File: src/rtl/id_issue_ctrl.sv
// ID-stage issue control: load-use bubble, jump kill, and the fence.i / wfi
// sequencer that holds the front end while the pipeline drains or sleeps.
module id_issue_ctrl #(
    parameter int unsigned DRAIN_CYC = 3
) (
    input  logic       clk,
    input  logic       rst_n,
    input  logic       id_valid,
    input  logic       cmd_ld,
    input  logic       cmd_fencei,
    input  logic       cmd_wfi,
    input  logic       use_rs1,
    input  logic       use_rs2,
    input  logic [4:0] inst_rs1,
    input  logic [4:0] inst_rs2,
    input  logic [4:0] rd_adr,
    input  logic       wbk_rd_reg,
    input  logic       jmp_flush,
    input  logic       irq_pending,
    input  logic       inv_ack,
    output logic       id_issue,
    output logic       stall_ld,
    output logic       stall_if,
    output logic       flush_id,
    output logic       inv_req,
    output logic       refetch,
    output logic       wfi_sleep
);

    typedef enum logic [1:0] {
        ST_RUN,
        ST_DRAIN,
        ST_INV,
        ST_WFI
    } state_t;

    localparam logic [3:0] DRAIN_INIT = 4'(DRAIN_CYC - 1);

    state_t     r_state;
    logic [3:0] r_cnt;
    logic       r_ld_vld;
    logic [4:0] r_ld_rd;

    logic w_run;
    logic w_hazard;
    logic w_ld_set;

    assign w_run    = (r_state == ST_RUN);
    // x0 loads are never captured, so a reader of x0 cannot match here
    assign w_hazard = r_ld_vld & id_valid &
                      ((use_rs1 & (inst_rs1 == r_ld_rd)) |
                       (use_rs2 & (inst_rs2 == r_ld_rd)));

    assign stall_ld  = w_hazard & ~jmp_flush & w_run;
    assign id_issue  = id_valid & w_run & ~stall_ld & ~jmp_flush;
    assign refetch   = (r_state == ST_INV) & inv_ack;
    assign flush_id  = jmp_flush | refetch;
    assign stall_if  = stall_ld | ~w_run;
    assign inv_req   = (r_state == ST_INV);
    assign wfi_sleep = (r_state == ST_WFI);

    assign w_ld_set = id_issue & cmd_ld & wbk_rd_reg & (rd_adr != 5'd0);

    always_ff @(posedge clk or negedge rst_n) begin
        if (!rst_n) begin
            r_state  <= ST_RUN;
            r_cnt    <= 4'd0;
            r_ld_vld <= 1'b0;
            r_ld_rd  <= 5'd0;
        end else begin
            r_ld_vld <= w_ld_set;
            if (w_ld_set) begin
                r_ld_rd <= rd_adr;
            end
            case (r_state)
                ST_RUN: begin
                    if (id_issue & cmd_fencei) begin
                        r_state <= ST_DRAIN;
                        r_cnt   <= DRAIN_INIT;
                    end else if (id_issue & cmd_wfi) begin
                        r_state <= ST_WFI;
                    end
                end
                ST_DRAIN: begin
                    if (r_cnt == 4'd0) begin
                        r_state <= ST_INV;
                    end else begin
                        r_cnt <= r_cnt - 4'd1;
                    end
                end
                ST_INV: begin
                    if (inv_ack) begin
                        r_state <= ST_RUN;
                    end
                end
                ST_WFI: begin
                    if (irq_pending) begin
                        r_state <= ST_RUN;
                    end
                end
                default: r_state <= ST_RUN;
            endcase
        end
    end

endmodule

File: config.mk
export PLATFORM = sky130hd
export DESIGN_NAME = id_issue_ctrl
export DESIGN_NICKNAME = d
export VERILOG_FILES = /design/src/rtl/id_issue_ctrl.sv
export SDC_FILE = /design/constraint.sdc
export NUM_CORES = 1
export LEC_CHECK = 0
export CORE_MARGIN = 2
export CORE_UTILIZATION = 30
export DETAILED_ROUTE_END_ITERATION = 16
export DONT_BUFFER_PORTS = 1
export SLEW_MARGIN = 15
export SYNTH_ARGS = -nofsm -noshare
export SYNTH_HDL_FRONTEND = slang
export SYNTH_SLANG_ARGS = --single-unit
File: constraint.sdc
create_clock -name clk -period 2.1 [get_ports clk]
set_clock_uncertainty 0.2 [all_clocks]
set_input_delay 0.315 -clock clk [delete_from_list [all_inputs] [get_ports clk]]
set_output_delay 0.315 -clock clk [all_outputs]
set_load 0.02 [all_outputs]
==> flow_metrics.py <==
metrics = {
    "pwr": {
        "pwr-share-clk": 0.174,
        "p_comb_frac": 0.441,
        "power_density_nw_per_um2": 1050,
        "peakVddDrop_mv": 0.4572,
        "total_power_mw": 1.054,
        "p_int_uw": 636.4,
        "p_seq_frac": 0.385,
        "p_sw_uw": 417.2,
        "sw_frac_of_total": 0.3960,
        "p_leak_nw": 0.4494,
    },
    "sta": {
        "timing.fmax_mhz": 468.8,
        "min_period_ns": 2.133,
        "finalMaxSlewViolations": 0,
        "worstMarginPinSlew_ns": 0.5251,
        "rsz0062_at_grt": "yes",
        "layout_setup_ws_ns": -0.03309,
        "finalSetupViolations": 2,
        "hold_viol_final": 0,
        "fin_crit_sh": 1.016,
        "relSlewSlack": 0.6487,
    },
    "die": {
        "start_util": 0.3198,
        "core_um2": 2500,
        "die-width_um": 55.63,
        "rows": 18,
        "pin_count": 34,
        "die_h_um": 55.63,
        "die_area_um2": 3094,
    },
    "synth": {
        "synthCells": 81,
        "synth.cell_area_um2": 799.5,
        "synth.distinct_cells": 31,
        "synth-seq-cells": 12,
        "synth_edf_count": 0,
        "avgSynthCellArea_um2": 9.871,
        "ys_seq_area_frac": 0.3756,
        "synth_fp_nets": 110,
        "yosysWarnings": 0,
        "async_flop_share": 1.000,
        "synth_ff_type": "dfrtp_1",
    },
    "outcome": {
        "violations": "setup timing",
        "outcome": "finished with violations",
    },
    "cts": {
        "cts-htree-levels": 1,
        "clk_latency_ns": 0.27,
        "cts_buffers": 3,
        "clockRootBuffer": "clkbuf_4",
        "clk_path_buf_depth": 2,
        "clk_pin_slew_ns": 0.09,
        "cts_tree": "yes",
        "clkSinkCount": 12,
    },
    "placed_design": {
        "place.gp.congestion": 0.7705,
        "dp_slack_ns": 0.1876,
        "placed_cell_area_um2": 870.8,
        "io_buffers": 0,
        "dp_cells": 115,
    },
    "global_route": {
        "grt_max_degree": 13,
        "grt_first_pass_wirelength_um": 3194,
        "grtUsageTotal": 0.1309,
        "overflow": 0,
        "antenna_found_initial": 0,
        "grt_pass1_vias": 697,
    },
    "worst_setup_path": {
        "start_kind": "flip-flop",
        "crit_required_ns": 1.58,
        "cp-startpoint": "r_ld_rd[0]",
        "crit_fanout": 3,
        "arrival_ns": 1.62,
        "crit_type": "flip-flop to output pin",
        "r2r_start": "r_ld_rd[0]",
        "critPathCaptureType": "output pin",
    },
    "layout": {
        "diodes": 0,
        "nets": 128,
        "syn_to_final_growth_pct": 25.51,
        "drive_above_1_share": 0.2449,
        "layout_common_cells": "12 x dfrtp_1, 9 x nor2_1, 7 x xnor2_1, 7 x buf_4, 6 x dlygate4sd3_1",
        "final_common_cell": "dfrtp_1",
        "finalInstanceArea_um2": 1003,
        "finalNonFillerCells": 128,
    },
    "worst_hold_path": {
        "hold_start": "cmd_fencei",
        "min_path_type": "input port to flip-flop",
    },
    "run": {
        "drv_cap": 0,
    },
    "route": {
        "wirelength_um": 1844,
        "drt_first_pass_iters": 3,
        "vias_per_cell": 5.023,
        "vias": 643,
        "post-route-drc-count": 0,
        "drt_iter0_drc": 5,
        "avgRoutedWirePerCell_um": 14.41,
        "postRouteAntennaNets": 0,
    },
}
## final timing paths
check	endpoint	slack, ns	cells past startpoint
setup / recovery	stall_ld	-0.03	6
hold / removal	r_state[0]	0.07	2
setup reg to reg	r_state[1]	0	8
hold reg to reg	r_ld_rd[3]	0.38	1
max in group asynchronous	r_ld_vld	1.09	1
min in group asynchronous	r_cnt[0]	0.25	1
## cell type report
class | count | area, um2
timing repair buffer | 14 | 123.9
multi-input combinational | 63 | 486.7
inverter | 5 | 18.77
tap | 30 | 37.54
sequential | 12 | 300.3
fill | 242 | 1496
clock buffer | 4 | 36.28
## Yosys cell counts (2+ instances only)
master | count | area share
mux2_1 | 5 | 0.070
nand3_1 | 2 | 0.013
nor2_1 | 10 | 0.047
nand4_1 | 2 | 0.016
inv_1 | 3 | 0.014
xor2_1 | 4 | 0.044
inv_2 | 2 | 0.0094
dfrtp_1 | 12 | 0.38
nand2_1 | 3 | 0.014
ha_1 | 2 | 0.031
a21oi_1 | 3 | 0.019
nor3_1 | 4 | 0.025
nor4_2 | 2 | 0.031
xnor2_1 | 8 | 0.088
and2_1 | 3 | 0.023
## worst max-delay path, cell delays in order, from the launching register on
cell and delay (ns):
dfrtp_1 0.43, xnor2_1 0.17, nand4_1 0.13, nor4_2 0.25, nor2_2 0.08, nor3_1 0.14
buf_4 0.17
## sequential cells by signal, indices dropped and copies added, names as in the netlist
register  flops
r_state       2
r_ld_rd       5
r_ld_vld      1
r_cnt         4
## kinds of logic (layout without fill, tap and decap cells)
family | Yosys count | in the layout | synth area share
compound gates | 10 | 10 | 0.1048
buf+inv | 6 | 23 | 0.02817
simple gates | 33 | 33 | 0.2457
fa+ha+maj | 2 | 2 | 0.03129
mux | 6 | 6 | 0.08294
xor+xnor | 12 | 12 | 0.1315
flops | 12 | 12 | 0.3756
## per-layer routing
metal,track usage,share of wire,up-vias
met4,0.08014,0.016,0
met1,0.1587,0.40,304
met2,0.2177,0.55,13
li1,-,-,322
met3,0.01860,0.036,4
met5,0,0,-
## power groups by stage
stage	combinational, mW	sequential (mW)	clock (mW)
after floorplan	0.352	0.382	0
after global placement	0.428	0.403	0
after detailed placement	0.442	0.407	0
after CTS	0.462	0.402	0.188
after global routing	0.512	0.422	0.199
final	0.464	0.406	0.184
## metrics by stage
step,TNS [ns],hold WS [ns],utilization
floorplan,0,-0.1806,-
global placement,0,-0.1802,0.3483
detailed placement,0,-0.1802,0.3483
CTS,-0.04782,0.05800,0.3984
global route,-0.5718,0.07731,0.4014
finish,-0.04618,0.07006,0.4014
## what timing repair did
action                                  4_1_cts  5_1_grt
buffers inserted                              3        0
hold buffers                                  6        0
hold endpoints to repair                     17        0
pin swaps                                     0        0
endpoints found under the setup margin        3        7
resized for setup                             2        1
(Power assumes the default switching activity.)
